**src/rtl/counter_event_fifo.sv**
```systemverilog
// Event detector and record FIFO fed by an upstream counter's count bus.
// Optional saturating drop counter enabled by defining CEF_DROP_CNT_EN.
module counter_event_fifo #(
    parameter int CNT_W = 3,
    parameter int TS_W  = 8,
    parameter int DEPTH = 4
) (
    input  logic                      clk,
    input  logic                      rst,
    input  logic [CNT_W-1:0]          count_in,
    input  logic [CNT_W-1:0]          cmp_val,
    input  logic                      cmp_en,
    input  logic                      out_ready,
    output logic                      out_valid,
    output logic [2+CNT_W+TS_W-1:0]   out_data,
    output logic [$clog2(DEPTH):0]    level,
    output logic                      overflow,
    output logic [7:0]                drop_cnt
);
    localparam int PTR_W = $clog2(DEPTH);
    localparam int LVL_W = PTR_W + 1;
    localparam int REC_W = 2 + CNT_W + TS_W;

    logic [TS_W-1:0]  ts_q, ts_d;
    logic [CNT_W-1:0] prev_q;
    logic             primed_q;
    logic [REC_W-1:0] mem_q [DEPTH];
    logic [PTR_W-1:0] wr_ptr_q, wr_ptr_d, rd_ptr_q, rd_ptr_d;
    logic [LVL_W-1:0] level_q, level_d;
    logic             ovf_q, ovf_d;

    logic             match, wrap, push, pop, full, accept, drop;
    logic [REC_W-1:0] rec;

    always_comb begin
        match  = primed_q && cmp_en && (count_in == cmp_val) && (count_in != prev_q);
        wrap   = primed_q && (count_in < prev_q);
        push   = match || wrap;
        rec    = {wrap, match, count_in, ts_q};
        pop    = (level_q != '0) && out_ready;
        full   = (level_q == LVL_W'(DEPTH));
        // A pop in the same cycle frees the slot, so a full FIFO still accepts.
        accept = push && (!full || pop);
        drop   = push && full && !pop;
    end

    always_comb begin
        ts_d     = ts_q + TS_W'(1);
        wr_ptr_d = accept ? wr_ptr_q + PTR_W'(1) : wr_ptr_q;
        rd_ptr_d = pop ? rd_ptr_q + PTR_W'(1) : rd_ptr_q;
        level_d  = level_q;
        if (accept && !pop)
            level_d = level_q + LVL_W'(1);
        else if (!accept && pop)
            level_d = level_q - LVL_W'(1);
        ovf_d    = ovf_q || drop;
    end

    always_ff @(posedge clk) begin
        if (rst) begin
            ts_q     <= '0;
            prev_q   <= '0;
            primed_q <= 1'b0;
            wr_ptr_q <= '0;
            rd_ptr_q <= '0;
            level_q  <= '0;
            ovf_q    <= 1'b0;
        end else begin
            ts_q     <= ts_d;
            prev_q   <= count_in;
            primed_q <= 1'b1;
            wr_ptr_q <= wr_ptr_d;
            rd_ptr_q <= rd_ptr_d;
            level_q  <= level_d;
            ovf_q    <= ovf_d;
        end
    end

    // Storage carries no reset; stale entries are masked by out_valid below.
    always_ff @(posedge clk) begin
        if (!rst && accept)
            mem_q[wr_ptr_q] <= rec;
    end

    assign out_valid = (level_q != '0);
    assign out_data  = out_valid ? mem_q[rd_ptr_q] : '0;
    assign level     = level_q;
    assign overflow  = ovf_q;

`ifdef CEF_DROP_CNT_EN
    logic [7:0] drop_q, drop_d;

    always_comb begin
        drop_d = drop_q;
        if (drop && drop_q != 8'hFF)
            drop_d = drop_q + 8'd1;
    end

    always_ff @(posedge clk) begin
        if (rst)
            drop_q <= '0;
        else
            drop_q <= drop_d;
    end

    assign drop_cnt = drop_q;
`else
    assign drop_cnt = 8'd0;
`endif

endmodule
```
**config.mk**
```make
export PLATFORM = sky130hd
export DESIGN_NAME = counter_event_fifo
export DESIGN_NICKNAME = d
export VERILOG_FILES = /design/src/rtl/counter_event_fifo.sv
export SDC_FILE = /design/constraint.sdc
export NUM_CORES = 1
export LEC_CHECK = 0
export CORE_MARGIN = 2
export CORE_UTILIZATION = 29
export CTS_BUF_LIST = sky130_fd_sc_hd__clkbuf_16
export CTS_CLUSTER_SIZE = 10
export DETAILED_ROUTE_END_ITERATION = 10
export RECOVER_POWER = 25
export SYNTH_ARGS = -nofsm -noshare
export SYNTH_HDL_FRONTEND = slang
export SYNTH_SLANG_ARGS = --single-unit
```
**constraint.sdc**
```tcl
create_clock -name clk -period 3.8 [get_ports clk]
set_input_delay 0.57 -clock clk [delete_from_list [all_inputs] [get_ports clk]]
set_output_delay 0.57 -clock clk [all_outputs]
set_load 0.02 [all_outputs]
```
After elaboration in Yosys (flattened, before gate mapping)
Memory sizes are Yosys's and may differ from the RTL's. A register that Yosys moved wholly into a read port is not among the register bits.
Cells that the tools add are included.
{ "totals": {"ff_bits": 20, "ramBits": 52, "input_bits": 10, "memories": 1} }
{ "mem_list": {"columns": ["memory", "words", "word_bits", "rd", "rd_ports_with_merged_regs", "write_ports", "line_no", "text"], "rows": [
  ["mem_q", 4, 13, 1, 1, 1, "27", "logic [REC_W-1:0] mem_q [DEPTH];"]
]} }
{ "classes": {"addsub": 5, "magnitude_cmp": 1, "n_eq_ne": 3, "muxes": 8, "n_reduce_logical": 20} }
{ "op_table": {"columns": ["op", "count"], "rows": [
  ["2-to-1 mux 13 bit", 1],
  ["logical AND 1 bit", 11],
  ["adder 8 x 1 -> 8 bit, second input constant", 1],
  ["2-to-1 mux 3 bit", 2],
  ["adder 2 x 1 -> 2 bit, second input constant", 2],
  ["zero test 1 bit", 4],
  ["2-to-1 mux 2 bit", 2],
  ["adder 3 x 1 -> 3 bit, second input constant", 1],
  ["equality test 3 bit", 1],
  ["equality test 3 bit, second input constant", 1],
  ["logical OR 1 bit", 3],
  ["less-than comparator 3 bit", 1],
  ["2-to-1 mux 1 bit", 3],
  ["!= test 3 bit", 1],
  ["nonzero test 3 bit", 1],
  ["subtractor 3 x 1 -> 3 bit, second input constant", 1],
  ["nonzero test 2 bit", 1]
]} }

Depth between registers and ports, before layout
Gate-level depths: netlist of the first run.
{ "logic_depth": {"ltp_word": 9, "mapped_depth": 12, "ltp_nobuf": 12} }

Least setup slack after synthesis of the first run
OpenSTA, ideal clock, no wires.
{ "synth_path": {"path_type": "in2reg", "from": "input count_in[1]", "to": "register level_q[2], in the netlist level[2]", "setup_ns": 0.071, "arrival_ns": 2.728, "required_time_ns": 3.729, "path_slack_ns": 1.001, "cell_stages": 11, "path_buffers": 0, "path_cell_list": "ha_1 > nor2b_1 > o21ai_0 > and3b_1 > o21a_4 > ha_1 > inv_1 > fa_1 > xor2_1 > or3_1 > a21oi_1"} }
{ "synth_lines": {"columns": ["item", "line_no", "text"], "rows": [
  ["start: declaration", "10", "input logic [CNT_W-1:0] count_in,"],
  ["less-than comparator 3 bit (*)", "37", "wrap = primed_q && (count_in < prev_q);"],
  ["logical AND 1 bit (*)", "37", null],
  ["net wrap", "32", "logic match, wrap, push, pop, full, accept, drop;"],
  ["logical OR 1 bit (*)", "38", "push = match || wrap;"],
  ["logical AND 1 bit (*)", "43", "accept = push && (!full || pop);"],
  ["zero test 1 bit", "54", "else if (!accept && pop)"],
  ["logical AND 1 bit", "54", null],
  ["nonzero test 2 bit (no source line)", null, null],
  ["end signal: assignment", "74", "level_q <= level_d;"],
  ["end: declaration", "29", "logic [LVL_W-1:0] level_q, level_d;"]
]} }
The timed path passes the listed nets; every way through them passes the cells marked *.
A chain may end at the register's enable or synchronous reset.

Final worst setup path of the first run
{ "layout_path": {"from": "input count_in[0]", "to": "register level_q[2], in the netlist level[2]"} }
{ "layout_via": {"elab_chain_cells": 8} }
{ "layout_lines": {"columns": ["item", "line_no", "text"], "rows": [
  ["equality test 3 bit", "36", "match = primed_q && cmp_en && (count_in == cmp_val) && (count_in != prev_q);"],
  ["logical AND 1 bit", "36", null],
  ["logical AND 1 bit (*)", "36", null],
  ["net match", "32", null],
  ["logical OR 1 bit (*)", "38", null],
  ["logical AND 1 bit (*)", "43", null],
  ["zero test 1 bit", "54", null],
  ["logical AND 1 bit", "54", null],
  ["nonzero test 2 bit (no source line)", null, null]
]} }
Marked as above.

==> reports/results.tsv, run 1 <==
metric	value	unit
Synth Area in Simple Gates	0.0911	
Setup Fix Bufs, Post-CTS	0	
DR vias/cell	4.18	
Root Buffer	clkbuf_16	
Die Area	0.0114	sq mm
r2r startpoint	prev_q[1]	
HPWL after DPL	3380	um
Mapped Cells	194	
mux share of post-synthesis cell area	0.104	
VDD IR max	0.224	mV
maximum net fanout on the critical path	7	
Core Area	0.0103	sq mm
main combinational cell family by area after synthesis	multiplexers	
Synth Area in XOR/XNOR	0.0373	
final wirelength	5240	um
GRT Util Overall	0.103	
DIE HEIGHT	107	um
WP buf/inv	3	
Rows	37	
RSZ-0062 raised after global routing	no	
max incr delay on CP	0.66	ns
P&R area growth vs syn	23.1	%
vias in the first global route	1638	
dpl ws	0.280	ns
Crit. End Element	register	
antenna-violating nets left	0	
First DRT Iteration DRCs	126	
Die W	107	um
Worst Hold Launch	overflow	
worst skew pair latency	0.32	ns
setup TNS	0	ns
crit-path leading delay family	adder cells	
Routed WL per cell	14.2	um
Mean Syn Cell Area	15.7	sq um
Fin. Hold Viols	0	
Startpoint Class	input port	
GRT Residual Overflow	0	
master of the slowest instance on the critical path	dlygate4sd3_1	
CTS Hold Bufs	0	
compound-gate portion of the synthesized area	0.0279	
I/O Pins	36	
Synth Warn #	0	
Crit path required time	4.05	ns
drt pass-1 iters	4	
Arr. time, crit path	3.53	ns
final period utilization	0.862	
Final Setup Violations	0	
register area share after synthesis	0.657	
Post-Synth Adder-Cell Area	0.0435	
total CTS buffers	9	
Final min period	3.28	ns
pin count of the biggest net entering global routing	23	
CTS Buffer Depth	2	
Crit Path Class	input port to register	
Max-Cap Viols	0	
vias	1544	
Slew Limit Fails	0	
CTS tree	done	
Initial Utilization	0.297	
clk sinks	74	
global-route wire length before repair	8690	um
Slew @ Worst Pin	0.678	ns
post-cts gate resize count	0	
Max Fclk	305	MHz
Filler cells	973	
Port Buf Inserts	27	
most common cell after layout, fill and taps aside	edfxtp_1	
commonest non-fill, non-tap cells in the layout	52 x edfxtp_1, 26 x clkdlybuf4s50_1, 22 x dfxtp_1, 15 x nor2_1	
Netlist Area Pre-Place	0.00305	sq mm
share of layout cells above drive strength 1	0.167	
residual DRC count	0	
FF-to-FF setup slack	1.03	ns
Fin Clk Skew	0.00566	ns
Pleak	1.32	nW
pwr dens	637	mW/mm^2
status	completed	
CP startpoint	count_in[0]	
Unique masters post-synth	30	
final worst-path setup slack	0.523	ns
worst hold path type	register to register	
RD Place Congestion	0.699	
crit-path cells	dlygate4sd3_1 -> inv_1 -> ha_1 -> a311oi_4 -> o21a_4 -> ha_1 -> inv_1 -> fa_1 -> xor2_1 -> or3_1 -> a21oi_1	
Final nets	248	
Slew Limit Headroom	0.548	
initial antenna violation count	0	
Power Total	0.00239	W
Antenna diodes	0	
H-tree levels	3	
Clk pin slew, worst setup/hold paths	0.05	ns
Yosys reg bits	74	
## area by class of cell
class | instances | area (sq um) | area share
tap | 136 | 170 | 0.0453
inverter | 8 | 30.0 | 0.00800
timing repair buffer | 30 | 293 | 0.0780
clock inverter | 7 | 76.3 | 0.0203
multi-input combinational | 105 | 957 | 0.255
clock buffer | 9 | 225 | 0.0600
sequential | 74 | 2000 | 0.533
## power breakdown
group	internal, W	total, W	leakage, nW	switching (W)
Combinational	0.000317	0.000618	0.517	0.000301
Clock	0.000512	0.000830	0.144	0.000318
Sequential	0.000905	0.000944	0.658	0.0000386
## flip-flops by register name, indices dropped and copies added (netlist names), named ones only
name and cells:
wr_ptr_q 2, rd_ptr_q 2, prev_q 3, overflow 1
level 3, ts_q 8, primed_q 1, mem_q 52
## metrics by stage
| step | hold slack [ns] | instance area [sq um] | std cells | util |
|---|---|---|---|---|
| 2_1_floorplan | 0.449 | 3080 | 201 | - |
| 3_3_place_gp | 0.438 | 3450 | 353 | 0.336 |
| 3_5_place_dp | 0.449 | 3450 | 353 | 0.336 |
| 4_1_cts | 0.465 | 3750 | 369 | 0.365 |
| 5_1_grt | 0.482 | 3750 | 369 | 0.365 |
| 6_report | 0.460 | 3750 | 369 | 0.365 |
## cells by family after synthesis
family                   count (synthesis)
flip-flops                              74
adder cells (fa/ha/maj)                 10
multiplexers                            15
AND/OR/NAND/NOR                         50
AO/OA/AOI/OAI                            9
other                                    1
XOR/XNOR                                13
buffers and inverters                   22
## path summary, 6_finish.rpt
path,endpoint,cells past startpoint
worst max-delay path,level[2],11
worst min-delay path,overflow,2
worst max register to register,level[2],12
worst min register to register,overflow,2
## cell usage after synthesis (all sizes together)
| master | number | area, sq um |
|---|---|---|
| nand2 | 2 | 7.51 |
| mux2i | 1 | 10.0 |
| nor2 | 15 | 56.3 |
| a311oi | 1 | 26.3 |
| xor2 | 8 | 70.1 |
| o31ai | 1 | 7.51 |
| o21ai | 2 | 10.0 |
| clkbuf | 5 | 18.8 |
| and3b | 1 | 8.76 |
| edfxtp | 52 | 1560 |
| and2 | 13 | 81.3 |
| mux2 | 1 | 15.0 |
| o2111ai | 1 | 8.76 |
| buf | 9 | 67.6 |
| nand3 | 6 | 30.0 |
| o21a | 1 | 15.0 |
| and3 | 6 | 42.5 |
| fa | 1 | 20.0 |
| dfxtp | 22 | 440 |
| mux4 | 13 | 293 |
| xnor2 | 5 | 43.8 |
| o21bai | 1 | 7.51 |
| or4b | 1 | 13.8 |
| or3 | 2 | 12.5 |
| ha | 9 | 113 |
| nor2b | 4 | 25.0 |
| a21oi | 2 | 10.0 |
| conb | 1 | 3.75 |
| inv | 8 | 30.0 |
## tightest hold or removal path: stages (launching register included)
cell and delay, ns:
dfxtp_1 0.31, inv_1 0.05, a21oi_1 0.05
## per-layer routing
layer | global-route usage | up-vias | share of wire
met2 | 0.161 | 26 | 0.48
met4 | 0.0362 | 0 | 0.013
li1 | - | 764 | -
met5 | 0 | - | 0
met1 | 0.134 | 748 | 0.46
met3 | 0.0368 | 6 | 0.040
(Power assumes the default switching activity.)
==> inputs of run 2 (changes only) <==
- CTS_CLUSTER_DIAMETER: default -> 100
- TNS_END_PERCENT: default -> 20
==> results of run 2 <==
Same layout as run 1: the final DEF is identical, and so are final timing and power.
==> inputs of run 3 (changes only) <==
- GPL_ROUTABILITY_DRIVEN: default -> 1
- PLACE_DENSITY: default -> 0.53
- RECOVER_POWER: 25 -> default
==> reports/results.tsv, run 3 (synthesis gave the netlist of run 1 again) <==
metric	value	unit	change
Final nets	249		+0.40%
Worst path most repeated cell	ha_1		
Max Fclk	319	MHz	+4.6%
post-cts gate resize count	0		unchanged
final period utilization	0.825		-0.0377
Arr. time, crit path	3.39	ns	-0.14 ns
largest registers	mem_q x52, ts_q x8		
clk sinks	74		unchanged
Crit path required time	4.06	ns	about the same
Antenna diodes	0		unchanged
Die Area	0.0114	sq mm	unchanged
global-route wire length before repair	8630	um	-0.64%
WL met1	2640	um	+8.7%
Routed WL per cell	14.4	um	+1.3%
GRT Util Overall	0.104		+0.000505
First DRT Iteration DRCs	76		-40%
Die W	107	um	unchanged
commonest non-fill, non-tap cells in the layout	52 x edfxtp_1, 27 x clkdlybuf4s50_1, 22 x dfxtp_1, 15 x nor2_1		
master of the slowest instance on the critical path	clkdlybuf4s50_1		
Startpoint Class	input port		
pwr dens	636	mW/mm^2	-0.20%
Final Setup Violations	0		unchanged
r2r startpoint	prev_q[1]		
P&R area growth vs syn	23.1	%	about the same
Pleak	1.32	nW	about the same
antenna-violating nets left	0		unchanged
Core Area	0.0103	sq mm	unchanged
status	completed		
WP buf/inv	2		-1
most common cell after layout, fill and taps aside	edfxtp_1		
Max-Cap Viols	0		unchanged
total CTS buffers	9		unchanged
uppermost layer routed	met4		
RD Place Congestion	0.730		+4.4%
CTS Hold Bufs	0		unchanged
Clk pin slew, worst setup/hold paths	0.06	ns	about the same
H-tree levels	3		unchanged
CTS Buffer Depth	2		unchanged
residual DRC count	0		unchanged
Crit Path Class	input port to register		
Hold Path Cell Cnt	2		unchanged
Slew Limit Fails	0		unchanged
placed inst area	0.00346	sq mm	+0.22%
Reg-to-Reg End	level[2]		
GRT Residual Overflow	0		unchanged
met3 routed WL	176	um	-17%
Slew Limit Headroom	0.515		-0.0329
Initial Utilization	0.297		unchanged
routed length on met2	2450	um	-3.4%
setup TNS	0	ns	unchanged
Crit. End Element	register		
final worst-path setup slack	0.666	ns	+0.143 ns
share of layout cells above drive strength 1	0.171		+0.00356
crit-path cells	clkdlybuf4s50_1 -> ha_1 -> nor2b_1 -> o21ai_0 -> and3b_1 -> o21a_4 -> ha_1 -> inv_1 -> fa_1 -> xor2_1 -> or3_1 -> a21oi_1		
Final min period	3.13	ns	-0.143 ns
dpl ws	0.360	ns	+0.0801 ns
HPWL after DPL	3330	um	-1.6%
Setup Fix Bufs, Post-CTS	0		unchanged
max reg flops	52		unchanged
Worst Hold Launch	overflow		
FF-to-FF setup slack	1.04	ns	about the same
final wirelength	5330	um	+1.6%
vias	1580		+2.3%
Fin. Hold Viols	0		unchanged
CTS tree	done		
VDD IR max	0.227	mV	+1.6%
max incr delay on CP	0.44	ns	-0.22 ns
Filler cells	986		+1.3%
crit-path leading delay family	adder cells		
Fin Clk Skew	0.00491	ns	-0.000745 ns
hold endpoint	overflow		
DR vias/cell	4.27		+2.1%
worst hold path type	register to register		
initial antenna violation count	0		unchanged
most flop-heavy register	mem_q		
RSZ-0062 raised after global routing	no		
Root Buffer	clkbuf_16		
Rows	37		unchanged
DIE HEIGHT	107	um	unchanged
reg2reg path depth	12		unchanged
final design area excluding fillers	0.00375	sq mm	about the same
maximum net fanout on the critical path	7		unchanged
I/O Pins	36		unchanged
worst skew pair latency	0.32	ns	about the same
vias in the first global route	1592		-2.8%
Port Buf Inserts	27		unchanged
Slew @ Worst Pin	0.727	ns	+0.0493 ns
drt pass-1 iters	4		unchanged
stages on the worst setup path	12		+1
pin count of the biggest net entering global routing	23		unchanged
-- run 3: changes by cell type in the layout (fill, tap and decap cells not counted) --
| cell | change |
|---|---|
| clkinvlp_4 | +2 |
| clkdlybuf4s50_1 | +1 |
| dlygate4sd3_1 | -1 |
| clkinv_1 | -1 |
| buf_4 | +1 |
| clkinv_2 | +1 |
| inv_1 | +1 |
| inv_6 | -1 |
| clkinv_4 | -2 |
-- run 3: how the worst max path moves through the flow --
stage / startpoint / endpoint / slack (ns)
after floorplan: count_in[1] / level[2] / 1.00
after global placement: count_in[1] / level[2] / 0.40
after detailed placement: count_in[1] / level[2] / 0.36
after CTS: count_in[1] / level[2] / 0.68
after global routing: count_in[1] / level[2] / 0.47
final: count_in[1] / level[2] / 0.67
-- run 3: layout make-up --
cell class	instances	area, sq um	area share
flip-flops and latches	74	2000	0.533
multi-input cells	105	957	0.255
repair buffers	31	300	0.0800
inverters	8	30.0	0.00800
clock inverters	7	70.1	0.0187
well taps	136	170	0.0453
clock buffers	9	225	0.0600
-- run 3: metrics by stage --
step	hold WS (ns)	total power, W	cells	utilization
2_1_floorplan	0.449	0.00136	201	-
3_3_place_gp	0.442	0.00160	354	0.337
3_5_place_dp	0.452	0.00160	354	0.337
4_1_cts	0.466	0.00243	370	0.365
5_1_grt	0.481	0.00251	370	0.365
6_report	0.462	0.00239	370	0.365
-- run 3: routing by layer --
metal	track usage	vias to the layer above
li1	-	766
met1	0.139	774
met2	0.157	34
met3	0.0270	6
met4	0.0501	0
met5	0	-
-- run 3: report_power, final --
part           total [W]  leakage, nW  internal, W  switching (W)
logic           0.000624        0.522     0.000318       0.000306
registers       0.000946        0.658     0.000905      0.0000410
clock network   0.000818        0.139     0.000506       0.000312
total            0.00239         1.32      0.00173       0.000659
-- run 3: tightest hold or removal path: cells and delay by family (launching register included) --
family / cells / cell delay, ns
AOI/OAI and AO/OA: 1 / 0.05
buffers and inverters: 1 / 0.05
DFF: 1 / 0.31
==> variant 1: new RTL, config.mk and constraints of run 1 <==
Register the output `overflow` once more, without a reset; this adds one clock of latency there. The other outputs are not delayed to match.
--- a/src/rtl/counter_event_fifo.sv
+++ b/src/rtl/counter_event_fifo.sv
@@ -85,7 +85,9 @@
     assign out_valid = (level_q != '0);
     assign out_data  = out_valid ? mem_q[rd_ptr_q] : '0;
     assign level     = level_q;
-    assign overflow  = ovf_q;
+    always_ff @(posedge clk) begin
+        overflow <= ovf_q;
+    end
 
 `ifdef CEF_DROP_CNT_EN
     logic [7:0] drop_q, drop_d;
Formal check against the unedited RTL: not equivalent (a bounded check fails within 10 cycles, from zero or initial values and one cycle with rst high).
==> variant 1 against run 1 <==
  * Sequential cell count increased by 1
  * Worst hold slack got worse by 110 ps
  * Design area decreased by 0.53%
  * Sequential power is 1% higher
  * Synthesized area is 0.66% higher
  * Synthesized cell count grew 0.52%
  * Setup slack improved by 28 ps
  * Sequential share of layout area up 0.82 points
  * Total power down 3.4%
  * Routed wire length is 0.90% lower
  * Critical path type unchanged
  * Critical endpoint unchanged
==> variant 1: results <==
{
  "layout-drive-gt1-share_pct": 15.8,
  "cp_top_family": "adder cells",
  "reg2reg_slack_ps": 1000,
  "min_from": "ovf_q",
  "slowest_delay_ps": 670,
  "clock_skew_ps": 9.65,
  "tightest_slew_ps": 670,
  "clockBufferDepth": 2,
  "dr.pass1.iters": 4,
  "drt-total-wl_mm": 5.20,
  "clk_pin_slew_worst_paths_ps": 60,
  "ys_top_cells_by_count": "edfxtp_1, dfxtp_1, nor2_1",
  "pg_seq_mw": 0.957,
  "hpwlAfterDp_mm": 3.30,
  "outcome": "finished, final reports clean",
  "drtIter0Drc": 76,
  "place_congestion": 0.713,
  "rr_startpoint": "prev_q[1]",
  "grt_use_total_pct": 10.1,
  "p_leak_nw": 1.31,
  "layout.nets": 249,
  "cts_made_buffers": 9,
  "vdd_drop_max_v": 0.000233,
  "h-tree-depth": 3,
  "yosys-top-cells-area": "edfxtp_1, dfxtp_1, mux4_2",
  "async_reset_ff_share_pct": 0,
  "min_path_cells": 0,
  "num_vias": 1574,
  "nFillCells": 976,
  "power_clock_mw": 0.736,
  "grt_pass1_vias": 1706,
  "power.internal_mw": 1.67,
  "whs_endpoint": "overflow",
  "r2r-end": "level[2]",
  "grt_first_pass_wirelength_mm": 8.65,
  "antenna_found_initial": 0,
  "post-cts-setup-buffers": 0,
  "yosysSeqAreaShare_pct": 65.9,
  "cts_root_buf": "clkbuf_16"
}
## variant 1: cell count changes after synthesis
| cell | delta |
|---|---|
| dfxtp_1 | +1 |
## variant 1: worst max path at each step
stage | startpoint | end | slack (ps) | cells past startpoint
3_3_place_gp | count_in[0] | level[2] | 380 | 11
6_report | count_in[0] | level[2] | 550 | 11
2_1_floorplan | count_in[1] | level[2] | 1000 | 11
5_1_grt | count_in[0] | level[2] | 410 | 11
3_5_place_dp | count_in[2] | level[2] | 290 | 10
4_1_cts | count_in[0] | level[2] | 620 | 11
## variant 1: logic make-up (layout without fill, tap and decap cells)
family,Yosys count,after routing,share of synthesized area [%]
AO/OA/AOI/OAI,9,9,2.77
XOR/XNOR,13,13,3.71
adder cells (fa/ha/maj),10,10,4.32
buffers and inverters,22,54,3.79
flip-flops,75,75,65.9
multiplexers,15,15,10.4
other,1,8,0.122
AND/OR/NAND/NOR,50,50,9.05
## variant 1: metal layers
layer,GRT usage (%),vias to the layer above,part of all wire [%]
met2,16.5,41,49
met1,12.3,766,45
met3,3.34,6,4.3
li1,-,761,-
met5,0,-,0
met4,3.71,0,1.7
## variant 1: area by class of cell
cell class              count  share of cell area, %
inverters                   8                  0.804
well taps                 136                   4.56
flip-flops and latches     75                   54.2
clock inverters             7                  0.972
clock buffers               9                   6.03
multi-input cells         105                   25.6
repair buffers             30                   7.84
## variant 1: metrics by stage
stage / instances / setup slack [ps] / hold WS (ps) / power, mW / instance area [um^2]
after global placement: 354 / 381 / 336 / 1.60 / 3470
after floorplan: 202 / 1000 / 331 / 1.37 / 3100
after global routing: 370 / 405 / 370 / 2.42 / 3730
final: 370 / 552 / 352 / 2.31 / 3730
after detailed placement: 354 / 289 / 344 / 1.61 / 3470
after CTS: 370 / 618 / 353 / 2.34 / 3730
==> variant 2: new RTL, settings of run 1 <==
Without the edit above. `DEPTH`: 4 -> 2.
--- a/src/rtl/counter_event_fifo.sv
+++ b/src/rtl/counter_event_fifo.sv
@@ -3,7 +3,7 @@
 module counter_event_fifo #(
     parameter int CNT_W = 3,
     parameter int TS_W  = 8,
-    parameter int DEPTH = 4
+    parameter int DEPTH = 2
 ) (
     input  logic                      clk,
     input  logic                      rst,
Ports: changed (resized level); port bits go from 36 to 35. The function was not compared with the original's and may differ.
==> variant 2 against run 1 <==
  * Setup slack improved by 440 ps
  * Sequential cell count decreased by 30
  * Sequential power decreased by 36%
  * Largest power group unchanged
  * Design area decreased by 36%
  * Total power decreased by 36%
  * Clock power decreased by 43%
  * Synthesized area decreased by 37%
  * Largest cell class unchanged
  * Routed wire length decreased by 42%
==> variant 2: results <==
{
  "outcome": "finished, final reports clean",
  "syn-mean-instance-area_um2": 12.2,
  "slowest_delay_ps": 610,
  "wl_per_cell_um": 11.6,
  "rr_startpoint": "prev_q[2]",
  "yosys-top-cells-area": "edfxtp_1, dfxtp_1, mux2i_1",
  "h-tree-depth": 2,
  "top_regs": "mem_q: 26 flops, ts_q: 8 flops, prev_q: 3 flops",
  "grt_first_pass_wirelength_mm": 5.00,
  "clock_skew_ps": 4.59,
  "crit_path_max_fanout": 6,
  "layout-drive-gt1-share_pct": 8.56,
  "synth_xor_area_share_pct": 5.50,
  "hpwlAfterDp_mm": 2.08,
  "layout.nets": 201,
  "min_from": "ts_q[1]",
  "p_leak_nw": 0.875,
  "worstSetupStartpoint": "count_in[2]",
  "grt_max_degree": 21,
  "synthAdderAreaFrac_pct": 3.27,
  "yosysSeqAreaShare_pct": 59.7,
  "vdd_drop_max_v": 0.000233,
  "muxShareOfSynthArea_pct": 7.33,
  "io_buffers": 26,
  "via_per_inst": 4.38,
  "max-slew-margin-rel_pct": 49.3,
  "grt_use_total_pct": 8.84,
  "finalNonFillerCells": 264,
  "cts_resized": 0,
  "place_congestion": 0.767,
  "drtIter0Drc": 51,
  "clk_latency_ps": 280,
  "grt_pass1_vias": 1096,
  "dr.pass1.iters": 4,
  "cts_made_buffers": 5,
  "synth-compound-area-share_pct": 4.32,
  "ys_types": 32,
  "cp.arrival_ps": 3030,
  "cp_top_family": "simple AND/OR/NAND/NOR gates",
  "antenna_found_initial": 0,
  "ys_top_cells_by_count": "nor2_1, edfxtp_1, dfxtp_1",
  "synth_edf_count": 26,
  "slowest_stage": "dlygate4sd3_1"
}
## variant 2: changes by cell type after synthesis, sizes merged, moves of 12 or more
cell / before / now
nor2: 15 / 29
mux4: 13 / 0
mux2i: 1 / 14
and2: 13 / 1
edfxtp: 52 / 26
## variant 2: final timing paths
check	end	slack, ps	cells after the start
setup / recovery	level[1]	960	9
hold / removal	mem_q[0][1]	480	0
setup reg to reg	level[1]	1570	9
hold reg to reg	mem_q[0][1]	480	0
## variant 2: report_power, final
group	internal, mW	total (mW)	leakage [nW]	switching, mW
combinational	0.222	0.459	0.405	0.237
clock	0.308	0.473	0.0814	0.165
sequential	0.546	0.602	0.389	0.0558
## variant 2: kinds of logic (layout without fill, tap and decap cells)
group / Yosys count / in the layout
multiplexers: 14 / 14
flip-flops: 44 / 44
adder cells (fa/ha/maj): 5 / 5
buffers and inverters: 19 / 42
AND/OR/NAND/NOR: 52 / 52
other: 1 / 8
XOR/XNOR: 12 / 12
AO/OA/AOI/OAI: 10 / 10
## variant 2: through the flow
| stage | total power [mW] | cell area (um^2) | setup slack (ps) | hold WS, ps |
|---|---|---|---|---|
| CTS | 1.55 | 2400 | 1060 | 482 |
| detailed placement | 1.08 | 2230 | 773 | 459 |
| finish | 1.53 | 2400 | 962 | 482 |
| floorplan | 0.889 | 1940 | 1230 | 432 |
| global route | 1.61 | 2400 | 811 | 501 |
| global placement | 1.08 | 2230 | 864 | 449 |
## variant 2: layout make-up
| class | count | area, um^2 |
|---|---|---|
| Clock buffer | 5 | 125 |
| Clock inverter | 3 | 42.5 |
| Fill cell | 612 | 3950 |
| Inverter | 5 | 18.8 |
| Multi-Input combinational cell | 101 | 689 |
| Sequential cell | 44 | 1140 |
| Tap cell | 77 | 96.3 |
| Timing Repair Buffer | 29 | 283 |
## variant 2: routing by layer
layer / up-vias / share of wire (%) / wire length (um) / track usage [%]
met1: 532 / 46 / 1390 / 10.7
met5: - / 0 / 0 / 0
li1: 585 / - / - / -
met4: 0 / 0.82 / 25 / 3.03
met3: 2 / 6.1 / 188 / 3.21
met2: 36 / 47 / 1450 / 14.6
